`src/rtl/pc_npc_sequencer_pkg.sv`:
```
// Shared types for the fetch-stage PC/nPC sequencer and the control unit.
// Redirect sources are ordered so that a larger encoding means higher priority.
// Defaults for reset PC and sequential increment live here for reuse.
package pc_npc_sequencer_pkg;

    typedef enum logic [1:0] {
        SRC_NONE = 2'd0,
        SRC_BR   = 2'd1,
        SRC_CALL = 2'd2,
        SRC_JMPL = 2'd3
    } redir_src_e;

    typedef enum logic {
        ST_SEQ   = 1'b0,
        ST_ANNUL = 1'b1
    } seq_state_e;

    localparam logic [31:0] RESET_PC_DEF = 32'h0000_0000;
    localparam logic [31:0] INC_DEF      = 32'h0000_0004;

endpackage

```
`src/rtl/redirect_hold_reg.sv`:
```
// Holds a redirect (target, source, annul flag) that arrives while fetch is stalled.
// Latency: captured at the stalling edge, visible next cycle; cleared on the first advancing edge.
// Backpressure: LE=0 captures/merges requests, LE=1 releases; higher-priority source overwrites.
module redirect_hold_reg
    import pc_npc_sequencer_pkg::*;
#(
    parameter int AW = 32
) (
    input  logic          Clk,
    input  logic          R,
    input  logic          LE,
    input  redir_src_e    req_src,
    input  logic [AW-1:0] req_target,
    input  logic          req_annul,
    output redir_src_e    held_src,
    output logic [AW-1:0] held_target,
    output logic          held_annul
);

    redir_src_e    src_q, src_d;
    logic [AW-1:0] tgt_q, tgt_d;
    logic          annul_q, annul_d;

    always_comb begin
        src_d   = src_q;
        tgt_d   = tgt_q;
        annul_d = annul_q;
        if (LE) begin
            src_d   = SRC_NONE;
            tgt_d   = '0;
            annul_d = 1'b0;
        end else begin
            // Equal priority keeps the first request seen in the stall.
            if (req_src > src_q) begin
                src_d = req_src;
                tgt_d = req_target;
            end
            annul_d = annul_q | req_annul;
        end
    end

    always_ff @(posedge Clk or negedge R) begin
        if (!R) begin
            src_q   <= SRC_NONE;
            tgt_q   <= '0;
            annul_q <= 1'b0;
        end else begin
            src_q   <= src_d;
            tgt_q   <= tgt_d;
            annul_q <= annul_d;
        end
    end

    assign held_src    = src_q;
    assign held_target = tgt_q;
    assign held_annul  = annul_q;

endmodule

```
`src/rtl/pc_npc_sequencer.sv`:
```
// SPARC-style PC/nPC pair with delayed control transfer, delay-slot annul and stall-held redirects.
// Latency: redirect lands in npc at the next advancing edge, in pc one advance later.
// Backpressure: LE=0 holds PC/nPC and FSM; redirects seen during the stall are held.
module pc_npc_sequencer
    import pc_npc_sequencer_pkg::*;
#(
    parameter int            AW        = 32,
    parameter logic [AW-1:0] RESET_PC  = AW'(RESET_PC_DEF),
    parameter logic [AW-1:0] INC       = AW'(INC_DEF),
    parameter int            ALIGN_CHK = 1
) (
    input  logic          Clk,
    input  logic          R,
    input  logic          LE,
    input  logic          call_valid,
    input  logic [AW-1:0] call_target,
    input  logic          br_valid,
    input  logic          br_taken,
    input  logic          br_always,
    input  logic          br_annul,
    input  logic [AW-1:0] br_target,
    input  logic          jmpl_valid,
    input  logic [AW-1:0] jmpl_target,
    output logic [AW-1:0] pc,
    output logic [AW-1:0] npc,
    output logic          ifid_flush,
    output logic          redirect_pending,
    output logic          misalign
);

    redir_src_e    cur_src, held_src;
    logic [AW-1:0] cur_tgt, held_tgt, sel_tgt;
    logic          annul_now, held_annul, sel_vld;

    logic [AW-1:0] pc_q, pc_d, npc_q, npc_d;
    seq_state_e    state_q, state_d;
    logic          misalign_q, misalign_d;

    always_comb begin
        cur_src = SRC_NONE;
        cur_tgt = '0;
        if (jmpl_valid) begin
            cur_src = SRC_JMPL;
            cur_tgt = jmpl_target;
        end else if (call_valid) begin
            cur_src = SRC_CALL;
            cur_tgt = call_target;
        end else if (br_valid && br_taken) begin
            cur_src = SRC_BR;
            cur_tgt = br_target;
        end
    end

    assign annul_now = br_valid & br_annul & (~br_taken | br_always);

    redirect_hold_reg #(.AW(AW)) u_hold (
        .Clk         (Clk),
        .R           (R),
        .LE          (LE),
        .req_src     (cur_src),
        .req_target  (cur_tgt),
        .req_annul   (annul_now),
        .held_src    (held_src),
        .held_target (held_tgt),
        .held_annul  (held_annul)
    );

    // A held redirect always wins over whatever is presented on the releasing cycle.
    assign sel_vld = (held_src != SRC_NONE) || (cur_src != SRC_NONE);
    assign sel_tgt = (held_src != SRC_NONE) ? held_tgt : cur_tgt;

    always_comb begin
        pc_d       = pc_q;
        npc_d      = npc_q;
        state_d    = state_q;
        misalign_d = misalign_q;
        if (LE) begin
            pc_d    = npc_q;
            npc_d   = sel_vld ? sel_tgt : npc_q + INC;
            state_d = (annul_now || held_annul) ? ST_ANNUL : ST_SEQ;
            if ((ALIGN_CHK != 0) && sel_vld && (sel_tgt[1:0] != 2'b00)) begin
                misalign_d = 1'b1;
            end
        end
    end

    always_ff @(posedge Clk or negedge R) begin
        if (!R) begin
            pc_q       <= RESET_PC;
            npc_q      <= RESET_PC + INC;
            state_q    <= ST_SEQ;
            misalign_q <= 1'b0;
        end else begin
            pc_q       <= pc_d;
            npc_q      <= npc_d;
            state_q    <= state_d;
            misalign_q <= misalign_d;
        end
    end

    assign pc               = pc_q;
    assign npc              = npc_q;
    assign ifid_flush       = (state_q == ST_ANNUL);
    assign redirect_pending = (held_src != SRC_NONE);
    assign misalign         = misalign_q;

endmodule

```
`config.mk`:
```
export PLATFORM = sky130hd
export DESIGN_NAME = pc_npc_sequencer
export DESIGN_NICKNAME = d
export VERILOG_FILES = /design/src/rtl/pc_npc_sequencer_pkg.sv /design/src/rtl/redirect_hold_reg.sv /design/src/rtl/pc_npc_sequencer.sv
export SDC_FILE = /design/constraint.sdc
export NUM_CORES = 1
export LEC_CHECK = 0
export BUFFER_PORTS_ARGS = -buffer_cell sky130_fd_sc_hd__clkbuf_2
export CORE_AREA = 4 4 109 111
export CTS_CLUSTER_SIZE = 25
export DETAILED_ROUTE_END_ITERATION = 7
export DIE_AREA = 0 0 113 115
export PLACE_DENSITY = 0.77
export SYNTH_ARGS = -nofsm -noshare
export SYNTH_HDL_FRONTEND = slang
export SYNTH_SLANG_ARGS = --single-unit
```
`constraint.sdc`:
```
create_clock -name Clk -period 2.3 [get_ports Clk]
set_input_delay 0.345 -clock Clk [delete_from_list [all_inputs] [get_ports Clk]]
set_output_delay 0.345 -clock Clk [all_outputs]
set_load 0.05 [all_outputs]
```
# [After elaboration in Yosys (flattened, before gate mapping)]
# Cells that the tools add are included.
[totals] register_bits=101 latchBits=0 ramBits=0 mem_bits_ro=0 in_bits=105 output_inout_bits=67 wordCells=37 memories=0
[op_classes] addsub=1 multipliers=0 div_mod_pow=0 order_cmp=1 eq_ne=0 n_shift=0 n_mux=14 bitwise_logic=5 n_reduce_logical=9
[ops] op="32-bit two-way mux" n=7
[ops] op="32-bit by 3-bit adder with 32-bit output (second input constant)" n=1
[ops] op="2-bit two-way mux" n=4
[ops] op="2-bit nonzero test" n=4
[ops] op="1-bit two-way mux" n=3
[ops] op="1-bit AND" n=2
[ops] op="2-bit > comparator" n=1
[ops] op="1-bit logical AND" n=2
[ops] op="1-bit logical OR" n=2
[ops] op="1-bit bitwise OR" n=2
[ops] op="2-bit AND reduction" n=1
[ops] op="1-bit NOT" n=1

# [Longest topological paths before layout]
[logic_depth] word_depth=8 mapped_depth=12 mapped_depth_nobuf=8

# [Modules after synthesis]
# A second synthesis with hierarchy kept.
[hier_totals] hier_cells=577 hier_area_um2=5699.2
[modules_own_cells] mod="pc_npc_sequencer" instances=1 cells_each=489 area_each_um2=4314.1 seq_area_each_um2=1652.8
[modules_own_cells] mod="redirect_hold_reg" instances=1 cells_each=88 area_each_um2=1385.1 seq_area_each_um2=875.8

# [Least setup slack after synthesis]
# OpenSTA, ideal clock, no wires.
[synth_timing] path_type="input to register" start="input call_valid" end="register u_hold.tgt_q[10] (netlist: u_hold.held_target[10])" setup_ps=66 arrival_ps=2738 t_required_ps=2234 setup_slack_ps=-505 cell_stages=10 path_buffers=5 cell_sequence="clkbuf_1 clkbuf_1 buf_1 or2_2 ha_1 a21oi_1 and2_1 buf_2 buf_1 a22o_1"
[synth_via] elab_chain_cells=4 elab_cells_between_ends=8 cone_classes="order compare: 1; mux: 6; reduce/logical: 1"
[synth_rtl] item="start: declaration" line="pc_npc_sequencer.sv:15" text="input logic call_valid,"
[synth_rtl] item="2-bit two-way mux or 32-bit two-way mux (tied branches)" line="pc_npc_sequencer.sv:45" text="end else if (call_valid) begin"
[synth_rtl] item="2-bit two-way mux or 32-bit two-way mux (tied branches)" line="pc_npc_sequencer.sv:42" text="if (jmpl_valid) begin"
[synth_rtl] item="2-bit > comparator or 32-bit two-way mux (tied branches)" line="redirect_hold_reg.sv:34" text="if (req_src > src_q) begin"
[synth_rtl] item="2-bit nonzero test (no source line) or 32-bit two-way mux (tied branches)"
[synth_rtl] item="end signal: assignment" line="redirect_hold_reg.sv:49" text="tgt_q <= tgt_d;"
[synth_rtl] item="end: declaration" line="redirect_hold_reg.sv:21" text="logic [AW-1:0] tgt_q, tgt_d;"
# Several ways; a longest one is shown, not always the timed one. The select of a mux whose other input is x is not followed.
# A chain may end at the register's enable or synchronous reset.

# [Worst setup path in the final report]
[layout_timing] start="register npc_q[2] (netlist: npc[2])" end="register npc_q[24] (netlist: npc[24])"
[layout_via] elab_chain_cells=2
[layout_rtl] item="start: declaration" line="pc_npc_sequencer.sv:35" text="logic [AW-1:0] pc_q, pc_d, npc_q, npc_d;"
[layout_rtl] item="start signal: assignment" line="pc_npc_sequencer.sv:90" text="npc_q <= RESET_PC + INC;"
[layout_rtl] item="start signal: assignment" line="pc_npc_sequencer.sv:95" text="npc_q <= npc_d;"
[layout_rtl] item="32-bit by 3-bit adder with 32-bit output" line="pc_npc_sequencer.sv:79" text="npc_d = sel_vld ? sel_tgt : npc_q + INC;"
[layout_rtl] item="32-bit two-way mux" line="pc_npc_sequencer.sv:79"
# No other way between the ends.

==> impl_results.md <==
* Total GRT Usage at 0.261
* Fin crit share at 0.930
* Leak at 0.00333 uW
* DRC errors left at 0
* Longest Clk Path Bufs at 2
* Main synth FF type: dfrtp_1
* Fin nets at 833
* Layout area overhead at 25.4%
* Final WL at 16,800 microns
* WP data required at around 2.6 ns
* Asr flop ratio synth at 1.00
* Yosys warning count at 0
* Largest area contributor in the netlist: dfrtp_1
* Data arrival, critical path at around 2.4 ns
* Setup Skew at roughly 0.016 ns
* Largest net degree at the start of global routing at 53
* Synth cell types at 67
* Detail Placement HPWL at 12,500 microns
* Measured slew at the worst slew-check pin at 0.732 ns
* ANT cells at 0
* Layout cell share with drive strength beyond 1 at 0.370
* Fillers at 902
* Total of flip-flops plus latches after synthesis at 101
* GP Congestion at 0.898
* Cell count after synthesis at between 500 and 600
* # IOs at 172
* Die area at 13,000 sq um
* CTS Sinks at 101
* RSZ-0062 raised after global routing: false
* Total grt overflow at 0
* TritonCTS Buffers at 9
* CP endpoint kind: register
* Top cell type's share of synthesized area at 0.453
* Status: finished clean
* Cell Area, Synth at 5530 sq um
* Via density at 6.20
* Final Hold Vio Count at 0
* Final number of setup-violating endpoints at 0
* HP Class: input pin to register
* Std-Cell Rows at 38
* Starting DRC count in detailed routing at 543
* Worst skew pair latency at between 0.3 and 0.4 ns
* CP Class: register to register
* CTS root buf: clkbuf_8
* Worst setup SP type: register
* DR WL/cell at 19.3 microns
* Mapped Nets at 662
* Finished layout cell area at 6930 sq um
* Fmax at 468 MHz
* Most common cell after layout, fill and taps aside: clkbuf_2
* H-tree levels at 3
* Initial antenna violation count at 0
* Via count at 5,391
* Area after DPL at 6650 sq um
* Slew headroom at 0.511
* Non-Filler Instances at 870
* CTS tree: done
* Clock slew at reported path FFs at around 0.10 ns
* Die height at 115 microns
* Syn avg cell area at approximately 10 sq um
* IO Port Bufs at 171
* Final hold slack at 0.246 ns
* Minimum clock period at 2.14 ns
* Post-DRT Antenna Nets at 0
* Core area at around 11,000 sq um
* Sequential cell area fraction in the yosys report at 0.457
* Max-slew violations at 0
* EDFF count, synth at 0
* Vias in the first global route at between 5,000 and 6,000
* Pwr/cell area at a little over 1000 nW/um^2
* Drt first pass iters at 5
* Most frequent cells in the layout: 169 x clkbuf_2, 100 x dfrtp_1, 44 x nor2_1, 44 x nand2_1, 34 x a21oi_1
* Inst Count DP at 852
* Number of max-cap violations at 0
* Worst Path Max Fanout at 7
* Peak VDD IR at 0.580 mV
* Initial core utilization at 0.512
* Final core utilization at 0.642
* Synth area leaders: dfrtp_1 45%, mux2_2 6.3%, a22o_1 4.0%, a21oi_1 3.3%, nor2_1 3.1%
* DIE WIDTH at 113 microns
* First-pass GRT wire length at 27,200 microns
-- cell usage after synthesis, types with 3 or more instances --
| master | count |
|---|---|
| dfrtp_1 | 100 |
| nor2_1 | 45 |
| nand2_1 | 44 |
| a21oi_1 | 36 |
| mux2_2 | 31 |
| a22o_1 | 25 |
| clkbuf_1 | 25 |
| a221oi_1 | 17 |
| o21ai_0 | 15 |
| inv_1 | 13 |
| buf_1 | 11 |
| o21ai_1 | 11 |
| a22oi_1 | 10 |
| nand3_1 | 10 |
| a31oi_1 | 9 |
| o31ai_1 | 9 |
| a221o_1 | 8 |
| a2bb2oi_1 | 7 |
| and3_1 | 7 |
| nand4_1 | 7 |
| nand2b_1 | 6 |
| a211oi_1 | 5 |
| a32o_1 | 5 |
| and2_1 | 5 |
| mux2i_1 | 5 |
| o21a_1 | 5 |
| o2bb2ai_1 | 5 |
| a21o_1 | 4 |
| a311oi_1 | 4 |
| a32oi_1 | 4 |
| nor3_1 | 4 |
| o31a_1 | 4 |
| a211o_1 | 3 |
| buf_2 | 3 |
| buf_6 | 3 |
| ha_1 | 3 |
| o221ai_1 | 3 |
-- routing by layer --
metal / wire length, microns / global-route usage / part of all wire
met2: 8100 / 0.426 / 0.48
met5: 0 / 0 / 0
met4: 318 / 0.0929 / 0.019
met3: 1550 / 0.0542 / 0.092
met1: 6830 / 0.348 / 0.41
-- area by class of cell --
cell class	instances	area, sq um	area share
inverter	15	56.3	0.00812
timing repair buffer	203	1130	0.162
tap	140	175	0.0253
clock buffer	12	155	0.0224
clock inverter	4	95.1	0.0137
multi-input combinational	395	2800	0.403
sequential	101	2530	0.365
-- state kept, by name (all words and copies together) (netlist names) --
| register | count |
|---|---|
| npc | 32 |
| pc | 32 |
| u_hold.held_target | 32 |
| u_hold.held_src | 2 |
| ifid_flush | 1 |
| misalign | 1 |
| u_hold.held_annul | 1 |
-- metrics by stage --
stage               worst slack [ns]  total power (uW)  TNS, ns
finish                         0.162              7000        0
detailed placement            -0.246              5620    -6.22
floorplan                     0.0126              4710        0
global placement              -0.124              5530    -3.31
CTS                           0.0106              6990        0
global route                  0.0212              7330        0
-- critical path, stage by stage, from the launching register on --
cell and delay (ns):
dfstp_2 0.58, ha_1 0.21, nand3_2 0.14, nor4_4 0.53
nand2_1 0.18, o31a_1 0.27, a2bb2oi_1 0.13
-- final timing paths --
check,from,end,slack (ns),cells after the start
setup / recovery,npc[2],npc[24],0.16,6
hold / removal,br_annul,u_hold.held_annul,0.25,3
setup reg to reg,npc[2],npc[24],0.16,6
hold reg to reg,u_hold.held_annul,u_hold.held_annul,0.49,2
max in group asynchronous,R,npc[2],1.19,3
min in group asynchronous,R,pc[23],0.40,2
-- timing repair --
action	in CTS	in global routing
gates resized for setup	0	2
buffers inserted	0	1
hold buffers	1	0
endpoints found under the setup margin	0	37
endpoints found under the hold margin	24	0
-- cell families (layout without fill, tap and decap cells) --
logic type / Yosys count / count (layout) / synth area share
adder cells (fa/ha/maj): 3 / 3 / 0.00679
AND/OR/NAND/NOR: 155 / 155 / 0.151
buffers and inverters: 58 / 234 / 0.0459
flip-flops: 101 / 101 / 0.457
multiplexers: 36 / 36 / 0.0722
AO/OA/AOI/OAI: 201 / 201 / 0.267
-- where the power goes --
group / switching [uW] / internal, uW / leakage [uW]
Combinational: 2100 / 879 / 0.00193
Clock: 608 / 782 / 0.000127
Sequential: 424 / 2200 / 0.00128
Note: power is estimated with default switching activity, not from simulation.
